$ cat src/rtl/bus_arbiter_if.sv
// Request/grant and split/done handshake bundle between the masters, the
// address decoder and the two-master bus arbiter.
interface bus_arbiter_if;
  logic m1_req, m2_req, xfer_done, split_in, split_release;
  logic m1_grant, m2_grant, bus_busy, m1_split, m2_split, timeout, err;

  modport master (
    output m1_req, m2_req, xfer_done, split_in, split_release,
    input  m1_grant, m2_grant, bus_busy, m1_split, m2_split, timeout, err
  );

  modport slave (
    input  m1_req, m2_req, xfer_done, split_in, split_release,
    output m1_grant, m2_grant, bus_busy, m1_split, m2_split, timeout, err
  );
endinterface

$ cat src/rtl/bus_arbiter.sv
// Two-master serial-bus arbiter: fixed or round-robin priority, split-transaction
// parking with resume priority, tenure timeout and a one-cycle turnaround gap.
module bus_arbiter #(
  parameter int RR_EN   = 0,
  parameter int TIMEOUT = 64,
  parameter int CW      = 8
) (
  input logic          clk,
  input logic          rstn,
  bus_arbiter_if.slave bus
);

  typedef enum logic [1:0] {IDLE, OWN_M1, OWN_M2, RELEASE} state_t;

  state_t        state;
  logic [CW-1:0] cnt;
  logic          last_m2;   // 1: m2 held the most recent grant
  logic [1:0]    rp;        // resume pending, one-hot: [0]=m1, [1]=m2

  logic elig1, elig2, pick1, pick2;
  logic own_req, to_hit, exit_now;
  logic s1_n, s2_n, err_n;
  logic [1:0] rp_n;

  assign elig1    = bus.m1_req & ~bus.m1_split;
  assign elig2    = bus.m2_req & ~bus.m2_split;
  assign own_req  = (state == OWN_M1) ? bus.m1_req : bus.m2_req;
  assign to_hit   = (cnt == CW'(TIMEOUT - 1));
  assign exit_now = bus.split_in | bus.xfer_done | ~own_req | to_hit;

  // Resumed master first, then the lone eligible one, then the tie-break.
  always_comb begin
    pick1 = 1'b0;
    pick2 = 1'b0;
    if (rp[0] && elig1)       pick1 = 1'b1;
    else if (rp[1] && elig2)  pick2 = 1'b1;
    else if (elig1 && !elig2) pick1 = 1'b1;
    else if (elig2 && !elig1) pick2 = 1'b1;
    else if (elig1 && elig2) begin
      if (RR_EN != 0 && !last_m2) pick2 = 1'b1;
      else                        pick1 = 1'b1;
    end
  end

  // Split bookkeeping: split_in lands first, split_release is applied on top,
  // so a coincident pair leaves the flag clear but the resume pending.
  always_comb begin
    s1_n  = bus.m1_split;
    s2_n  = bus.m2_split;
    rp_n  = rp;
    err_n = 1'b0;
    if (state == IDLE) begin
      rp_n[0] = rp[0] & ~pick1;
      rp_n[1] = rp[1] & ~pick2;
    end
    if (bus.split_in && state == OWN_M1) begin
      if (!bus.m2_split) s1_n  = 1'b1;
      else               err_n = 1'b1;
    end
    if (bus.split_in && state == OWN_M2) begin
      if (!bus.m1_split) s2_n  = 1'b1;
      else               err_n = 1'b1;
    end
    if (bus.split_release) begin
      if (s1_n) begin
        s1_n = 1'b0;
        rp_n = 2'b01;
      end else if (s2_n) begin
        s2_n = 1'b0;
        rp_n = 2'b10;
      end
    end
  end

  always_ff @(posedge clk or negedge rstn) begin
    if (!rstn) begin
      state        <= IDLE;
      cnt          <= '0;
      last_m2      <= 1'b1;
      rp           <= 2'b00;
      bus.m1_grant <= 1'b0;
      bus.m2_grant <= 1'b0;
      bus.bus_busy <= 1'b0;
      bus.m1_split <= 1'b0;
      bus.m2_split <= 1'b0;
      bus.timeout  <= 1'b0;
      bus.err      <= 1'b0;
    end else begin
      bus.m1_split <= s1_n;
      bus.m2_split <= s2_n;
      rp           <= rp_n;
      bus.err      <= err_n;
      bus.timeout  <= 1'b0;
      case (state)
        IDLE: begin
          if (pick1 || pick2) begin
            state        <= pick1 ? OWN_M1 : OWN_M2;
            bus.m1_grant <= pick1;
            bus.m2_grant <= pick2;
            bus.bus_busy <= 1'b1;
            cnt          <= '0;
            last_m2      <= pick2;
          end
        end
        OWN_M1, OWN_M2: begin
          if (exit_now) begin
            state        <= RELEASE;
            bus.m1_grant <= 1'b0;
            bus.m2_grant <= 1'b0;
            bus.timeout  <= ~bus.split_in & ~bus.xfer_done & own_req & to_hit;
          end else if (cnt != '1) begin
            cnt <= cnt + CW'(1);
          end
        end
        RELEASE: begin
          state        <= IDLE;
          bus.bus_busy <= 1'b0;
        end
        default: state <= IDLE;
      endcase
    end
  end

endmodule

$ cat src/flat_wrapper.sv
// flat-port wrapper written by rule: the top's interface ports become plain ports
module bus_arbiter_flat 
#(
  parameter int RR_EN   = 0,
  parameter int TIMEOUT = 64,
  parameter int CW      = 8
)
  (clk, rstn, bus_m1_req, bus_m2_req, bus_xfer_done, bus_split_in, bus_split_release, bus_m1_grant, bus_m2_grant, bus_bus_busy, bus_m1_split, bus_m2_split, bus_timeout, bus_err);
  bus_arbiter_if bus_i ();
  input logic clk;
  input logic rstn;
  input wire logic [$bits(bus_i.m1_req)-1:0] bus_m1_req;
  input wire logic [$bits(bus_i.m2_req)-1:0] bus_m2_req;
  input wire logic [$bits(bus_i.xfer_done)-1:0] bus_xfer_done;
  input wire logic [$bits(bus_i.split_in)-1:0] bus_split_in;
  input wire logic [$bits(bus_i.split_release)-1:0] bus_split_release;
  output wire logic [$bits(bus_i.m1_grant)-1:0] bus_m1_grant;
  output wire logic [$bits(bus_i.m2_grant)-1:0] bus_m2_grant;
  output wire logic [$bits(bus_i.bus_busy)-1:0] bus_bus_busy;
  output wire logic [$bits(bus_i.m1_split)-1:0] bus_m1_split;
  output wire logic [$bits(bus_i.m2_split)-1:0] bus_m2_split;
  output wire logic [$bits(bus_i.timeout)-1:0] bus_timeout;
  output wire logic [$bits(bus_i.err)-1:0] bus_err;
  assign bus_i.m1_req = bus_m1_req;
  assign bus_i.m2_req = bus_m2_req;
  assign bus_i.xfer_done = bus_xfer_done;
  assign bus_i.split_in = bus_split_in;
  assign bus_i.split_release = bus_split_release;
  assign bus_m1_grant = bus_i.m1_grant;
  assign bus_m2_grant = bus_i.m2_grant;
  assign bus_bus_busy = bus_i.bus_busy;
  assign bus_m1_split = bus_i.m1_split;
  assign bus_m2_split = bus_i.m2_split;
  assign bus_timeout = bus_i.timeout;
  assign bus_err = bus_i.err;
  bus_arbiter #(.RR_EN(RR_EN), .TIMEOUT(TIMEOUT), .CW(CW)) u_core (.clk(clk), .rstn(rstn), .bus(bus_i));
endmodule
$ cat config.mk
export PLATFORM = sky130hd
export DESIGN_NAME = bus_arbiter_flat
export DESIGN_NICKNAME = d
export VERILOG_FILES = /design/src/rtl/bus_arbiter_if.sv /design/src/rtl/bus_arbiter.sv /design/src/flat_wrapper.sv
export SDC_FILE = /design/constraint.sdc
export NUM_CORES = 1
export LEC_CHECK = 0
export CAP_MARGIN = 5
export CORE_UTILIZATION = 50
export DETAILED_ROUTE_END_ITERATION = 12
export PLACE_DENSITY = 0.76
export REMOVE_ABC_BUFFERS = 1
export SYNTH_ARGS = -nofsm -noshare
export SYNTH_HDL_FRONTEND = slang
export SYNTH_SLANG_ARGS = --single-unit
$ cat constraint.sdc
create_clock -name clk -period 3.9 [get_ports clk]
set_input_delay 0.585 -clock clk [delete_from_list [all_inputs] [get_ports clk]]
set_output_delay 0.585 -clock clk [all_outputs]
set_load 0.01 [all_outputs]
==> results_dict.tcl, run 1 <==
set metrics [dict create \
    power_mw 0.942 \
    synth_xor_area_frac 0.0395 \
    grt_first_pass_wirelength_um 3940 \
    detailed_place_hpwl_um 1620 \
    io_buffers 13 \
    core_area_um2 2020 \
    vias 870 \
    drive_gt1_frac 0.0630 \
    syn_inst 111 \
    post_cts_buffers 0 \
    syn_area_per_cell_um2 9.99 \
    critPathRequiredTime_ps 4090 \
    wl_um 2150 \
    antenna_found_initial 0 \
    htreeDepth 1 \
    synth_compound_area_frac 0.226 \
    viasPerCell 5.65 \
    path_clk_slew_ps 100 \
    worstPathArrival_ps 2800 \
    antenna_cells 0 \
    synth_adder_area_share 0.0677 \
    crit_path_end_kind "flip-flop" \
    first_global_vias 878 \
    p_leak_nw 0.572 \
    finalClockSkew_ps 7.57 \
    yosys_most_used_dff "dfrtp_1" \
    synth.area.mux_share 0.0282 \
    async_flop_share 1.00 \
    cts_made_buffers 3 \
    rsz0062_at_grt "false" \
    nets 141 \
    setup-violations-final 0 \
    critPathLaunchType "flip-flop" \
    die_w_um 49.1 \
    final_cell_mix "dfrtp_1 (19), clkdlybuf4s50_1 (13), nand2_1 (9)" \
    utilization 0.640 \
    synthSimpleGateAreaFrac 0.185 \
    final.setup.tns_ps 0 \
    synth-seq-cells 19 \
    seq_area_frac_synth 0.429 \
    post_cts_resized 0 \
    slew_headroom 0.425 \
    setup_ws_ps 1290 \
    fin_crit_sh 0.670 \
    place.gp.congestion 0.814 \
    min_period_ps 2610 \
    path_class "reg2reg" \
    start_util 0.548 \
    io_pins 14 \
    clk_latency_ps 300 \
    synth_edf_count 0 \
    dieArea_um2 2410 \
    outcome "complete, no violations" \
    grt_max_degree 20 \
    clkSinkCount 19 \
    maxSlewViolCount 0 \
    ys_types 38 \
    synth_top_family_by_area "compound AO/OA/AOI/OAI gates" \
    ant_nets 0 \
    hold_ws_ps 535 \
    maxCapViolCount 0 \
    path_max_fanout 13 \
    grt-ovfl-total 0 \
    cts_hold_buf 0 \
    grt_usage 0.210 \
    cts_buffer_depth 2 \
    pre_cts_slack_ps 1280 \
    p_per_area_nw_per_um2 728 \
    ir_worst_vdd_v 0.000441 \
    worst_hold_path_type "reg2reg" \
    yosysWarningCount 0 \
    num_rows 16 \
    worst_slew_pin_slew_ps 859 \
    syn_area_um2 1110 \
    hold_viol_final 0 \
    drtIter0Drc 10 \
    cts_tree "yes" \
    final_common_cell "dfrtp_1" \
    die_h_um 49.1 \
    dr.pass1.iters 4 \
    cts-root-buf "clkbuf_4" \
    wl_per_cell_um 14.0 \
    fmax_mhz 383 \
    area_growth_pct 16.7 \
    drc 0 \
]
[final timing paths]
check / from / to / slack [ps] / cells past startpoint
max in group asynchronous: rstn / u_core.cnt[6] / 2600 / 1
max: u_core.state[0] / u_core.cnt[5] / 1290 / 7
max reg2reg: u_core.state[0] / u_core.cnt[5] / 1290 / 7
min: u_core.bus.m2_grant / u_core.bus.m2_grant / 530 / 2
min reg2reg: u_core.bus.m2_grant / u_core.bus.m2_grant / 530 / 2
min in group asynchronous: rstn / u_core.bus.m2_split / 760 / 1
[where the power goes]
part	internal (mW)	leakage (nW)	switching [mW]	total, mW
sequential	0.274	0.238	0.0774	0.351
combinational	0.231	0.319	0.259	0.491
clock	0.0398	0.0150	0.0597	0.0996
total	0.545	0.572	0.397	0.942
[per-stage QoR]
stage | instance area (µm²) | cells
3_3_place_gp | 1270 | 150
2_1_floorplan | 1100 | 110
4_1_cts | 1290 | 154
5_1_grt | 1290 | 154
6_report | 1290 | 154
3_5_place_dp | 1270 | 150
[flip-flops by register name, indices dropped and copies added, names as in the netlist]
signal	count
u_core.state	2
u_core.bus.m1_grant	1
u_core.cnt	8
u_core.bus.m2_split	1
u_core.bus.m1_split	1
u_core.rp	2
u_core.bus.timeout	1
u_core.bus.err	1
u_core.bus.bus_busy	1
u_core.bus.m2_grant	1
[logic make-up (layout without fill, tap and decap cells)]
kind of cell,after synthesis,after routing
flops,19,19
compound gates,33,33
xor+xnor,5,5
buf+inv,7,23
fa+ha+maj,6,6
simple gates,38,38
mux,3,3
[cell usage after synthesis (all sizes together), types with 2 or more instances]
cell type / number / share of area
dfrtp: 19 / 0.43
o21ai: 11 / 0.053
nand2: 9 / 0.030
ha: 6 / 0.068
inv: 6 / 0.020
nand3: 6 / 0.032
nor2: 5 / 0.017
a21oi: 4 / 0.021
a22o: 4 / 0.032
and3: 4 / 0.023
nor2b: 4 / 0.023
xnor2: 4 / 0.032
a211o: 2 / 0.016
a2bb2oi: 2 / 0.016
and2: 2 / 0.011
mux2i: 2 / 0.018
nand2b: 2 / 0.011
nand4: 2 / 0.011
nor4: 2 / 0.011
[final cells by class]
type	instances	area, µm²
Fill cell	183	728
Multi-Input combinational cell	85	606
Sequential cell	19	475
Timing Repair Buffer	13	130
Tap cell	27	33.8
Clock buffer	4	26.3
Inverter	6	22.5
[worst max-delay path: stages (launching register included)]
cell and delay [ps]:
dfrtp_1 410, inv_1 100, ha_1 530, or3b_4 450, a311oi_4 400, nand3_2 160
and3_1 210, a211o_1 250
[layer usage]
| layer | GRT usage | vias up | routed length, µm |
|---|---|---|---|
| li1 | - | 436 | - |
| met1 | 0.287 | 422 | 1030 |
| met2 | 0.354 | 10 | 1060 |
| met3 | 0.0280 | 2 | 43 |
| met4 | 0.0441 | 0 | 17 |
| met5 | 0 | - | 0 |
Note: power is estimated with default switching activity, not from simulation.
==> run 2, diff against run 1 <==
CORE_UTILIZATION = 48   (was 50)
clock period = 2.25 ns   (was 3.9 ns; I/O delays follow)
==> results_dict.tcl, run 2 (synthesized netlist as in run 1, its figures left out) <==
set metrics [dict create \
    io_buffers 13 \
    setup_ws_ps 131 \
    drtIter0Drc 30 \
    p_clk_frac 0.097 \
    dr.pass1.iters 4 \
    ant_nets 0 \
    path_class "reg2reg" \
    first_global_vias 904 \
    swShare 0.407 \
    post_cts_resized 0 \
    rsz0062_at_grt "false" \
    io_pins 14 \
    wl_per_cell_um 13.3 \
    cts_tree "yes" \
    outcome "complete, no violations" \
    grt_first_pass_wirelength_um 4000 \
    clkSinkCount 19 \
    r2r_end "u_core.cnt[3]" \
    worst_slew_pin_slew_ps 391 \
    nets 155 \
    timing.reg2reg.worst_path_depth 8 \
    drc 0 \
    largest_reg_flops 8 \
    power_frac_seq 0.336 \
    p_leak_nw 0.642 \
    reg_top3 "u_core.cnt: 8 flops, u_core.rp: 2 flops, u_core.state: 2 flops" \
    pre_cts_slack_ps -58.3 \
    cts_buffer_depth 2 \
    worstPathArrival_ps 2300 \
    multi_input_area_um2 609 \
    p_per_area_nw_per_um2 1270 \
    critPathMaxStageDelay_ps 390 \
    viasPerCell 5.50 \
    vias 930 \
    fmax_mhz 472 \
    finalClockSkew_ps 4.32 \
    place.gp.congestion 0.766 \
    worst_path_max_delay_cell "or3b_4" \
    antenna_cells 0 \
    hold_viol_final 0 \
    post_cts_buffers 0 \
    maxSlewViolCount 0 \
    setup-violations-final 0 \
    critPathRequiredTime_ps 2440 \
    slew_headroom 0.737 \
    path_max_fanout 4 \
    cts_made_buffers 3 \
    worst_hold_path_type "in2async" \
    p_comb_frac 0.567 \
    clk_latency_ps 290 \
    die_h_um 50.1 \
    num_rows 17 \
    path_clk_slew_ps 110 \
    hold_ws_ps 361 \
    regMostFlops "u_core.cnt" \
    detailed_place_hpwl_um 1750 \
    grt_max_degree 20 \
    p_switching_mw 0.726 \
    wl_um 2250 \
    cts-root-buf "clkbuf_4" \
    final_common_cell "dfrtp_1" \
    grt-ovfl-total 0 \
    grt_usage 0.209 \
    final_cell_mix "dfrtp_1 (19), buf_4 (14), clkdlybuf4s50_1 (13)" \
    maxCapViolCount 0 \
    stdcell_area_um2 1400 \
    cts_hold_buf 0 \
    area_growth_pct 26.6 \
    place_area_um2 1370 \
    die_w_um 50.1 \
    critPathLaunchType "flip-flop" \
    p_int_mw 1.06 \
    htreeDepth 1 \
    start_util 0.506 \
    num-fill-cells 170 \
    drive_gt1_frac 0.163 \
    dieArea_um2 2510 \
    fin_crit_sh 0.942 \
    core_area_um2 2190 \
    ff2ff_setup_slack_ps 130 \
    seqCellArea_um2 475 \
    ir_worst_vdd_v 0.000710 \
    r2r-start "u_core.state[1]" \
    crit_path_end_kind "flip-flop" \
    min_period_ps 2120 \
    path_cells "inv_1 -> ha_1 -> or3b_4 -> or2_1 -> a21oi_2 -> o21ai_2 -> buf_4 -> a22o_1" \
    antenna_found_initial 0 \
]
[run 2: cell types whose count changed in the layout (fill, tap and decap cells not counted), sizes merged]
cell	previous run	this run
buf	0	14
[run 2: layout make-up]
cell class	instances	share of cell area
Timing Repair Buffer	27	0.168
Tap cell	28	0.0250
Clock buffer	4	0.0187
Sequential cell	19	0.339
Inverter	6	0.0160
Multi-Input combinational cell	85	0.434
[run 2: worst max-delay path by stage]
stage	start	endpoint	slack [ps]	cells after the start
4_1_cts	u_core.state[1]	u_core.cnt[3]	60	8
3_3_place_gp	bus_split_in	u_core.cnt[4]	6	7
5_1_grt	u_core.state[1]	u_core.cnt[7]	10	7
3_5_place_dp	bus_split_in	u_core.cnt[5]	-60	6
2_1_floorplan	u_core.state[0]	u_core.cnt[5]	-100	7
6_report	u_core.state[1]	u_core.cnt[3]	130	8
[run 2: per-layer routing]
metal,vias up,GRT usage,wire length (µm),part of all wire
met5,-,0,0,0
met4,0,0.0810,34,0.015
met3,4,0.0278,59,0.026
met2,16,0.336,1050,0.47
met1,444,0.282,1100,0.49
li1,466,-,-,-
[run 2: power by group through the flow]
| stage | Sequential, mW | Clock [mW] | Combinational, mW |
|---|---|---|---|
| floorplan | 0.600 | 0 | 0.618 |
| global placement | 0.592 | 0 | 0.972 |
| detailed placement | 0.604 | 0 | 1.01 |
| CTS | 0.596 | 0.181 | 1.02 |
| global route | 0.616 | 0.205 | 1.12 |
| finish | 0.599 | 0.173 | 1.01 |
[run 2: critical path, delay by kind of cell, from the launching register on]
family,cells,cell delay [ps]
buffers and inverters,2,220
adders and majority gates,1,280
AOI/OAI and AO/OA,3,500
DFF,1,360
and+or+nand+nor,2,640
[run 2: through the flow]
step	power (mW)	setup TNS, ps	utilization	cells
2_1_floorplan	1.22	-247	-	110
4_1_cts	1.79	0	0.639	169
5_1_grt	1.94	0	0.641	169
3_3_place_gp	1.56	0	0.627	165
3_5_place_dp	1.61	-257	0.627	165
6_report	1.78	0	0.641	169
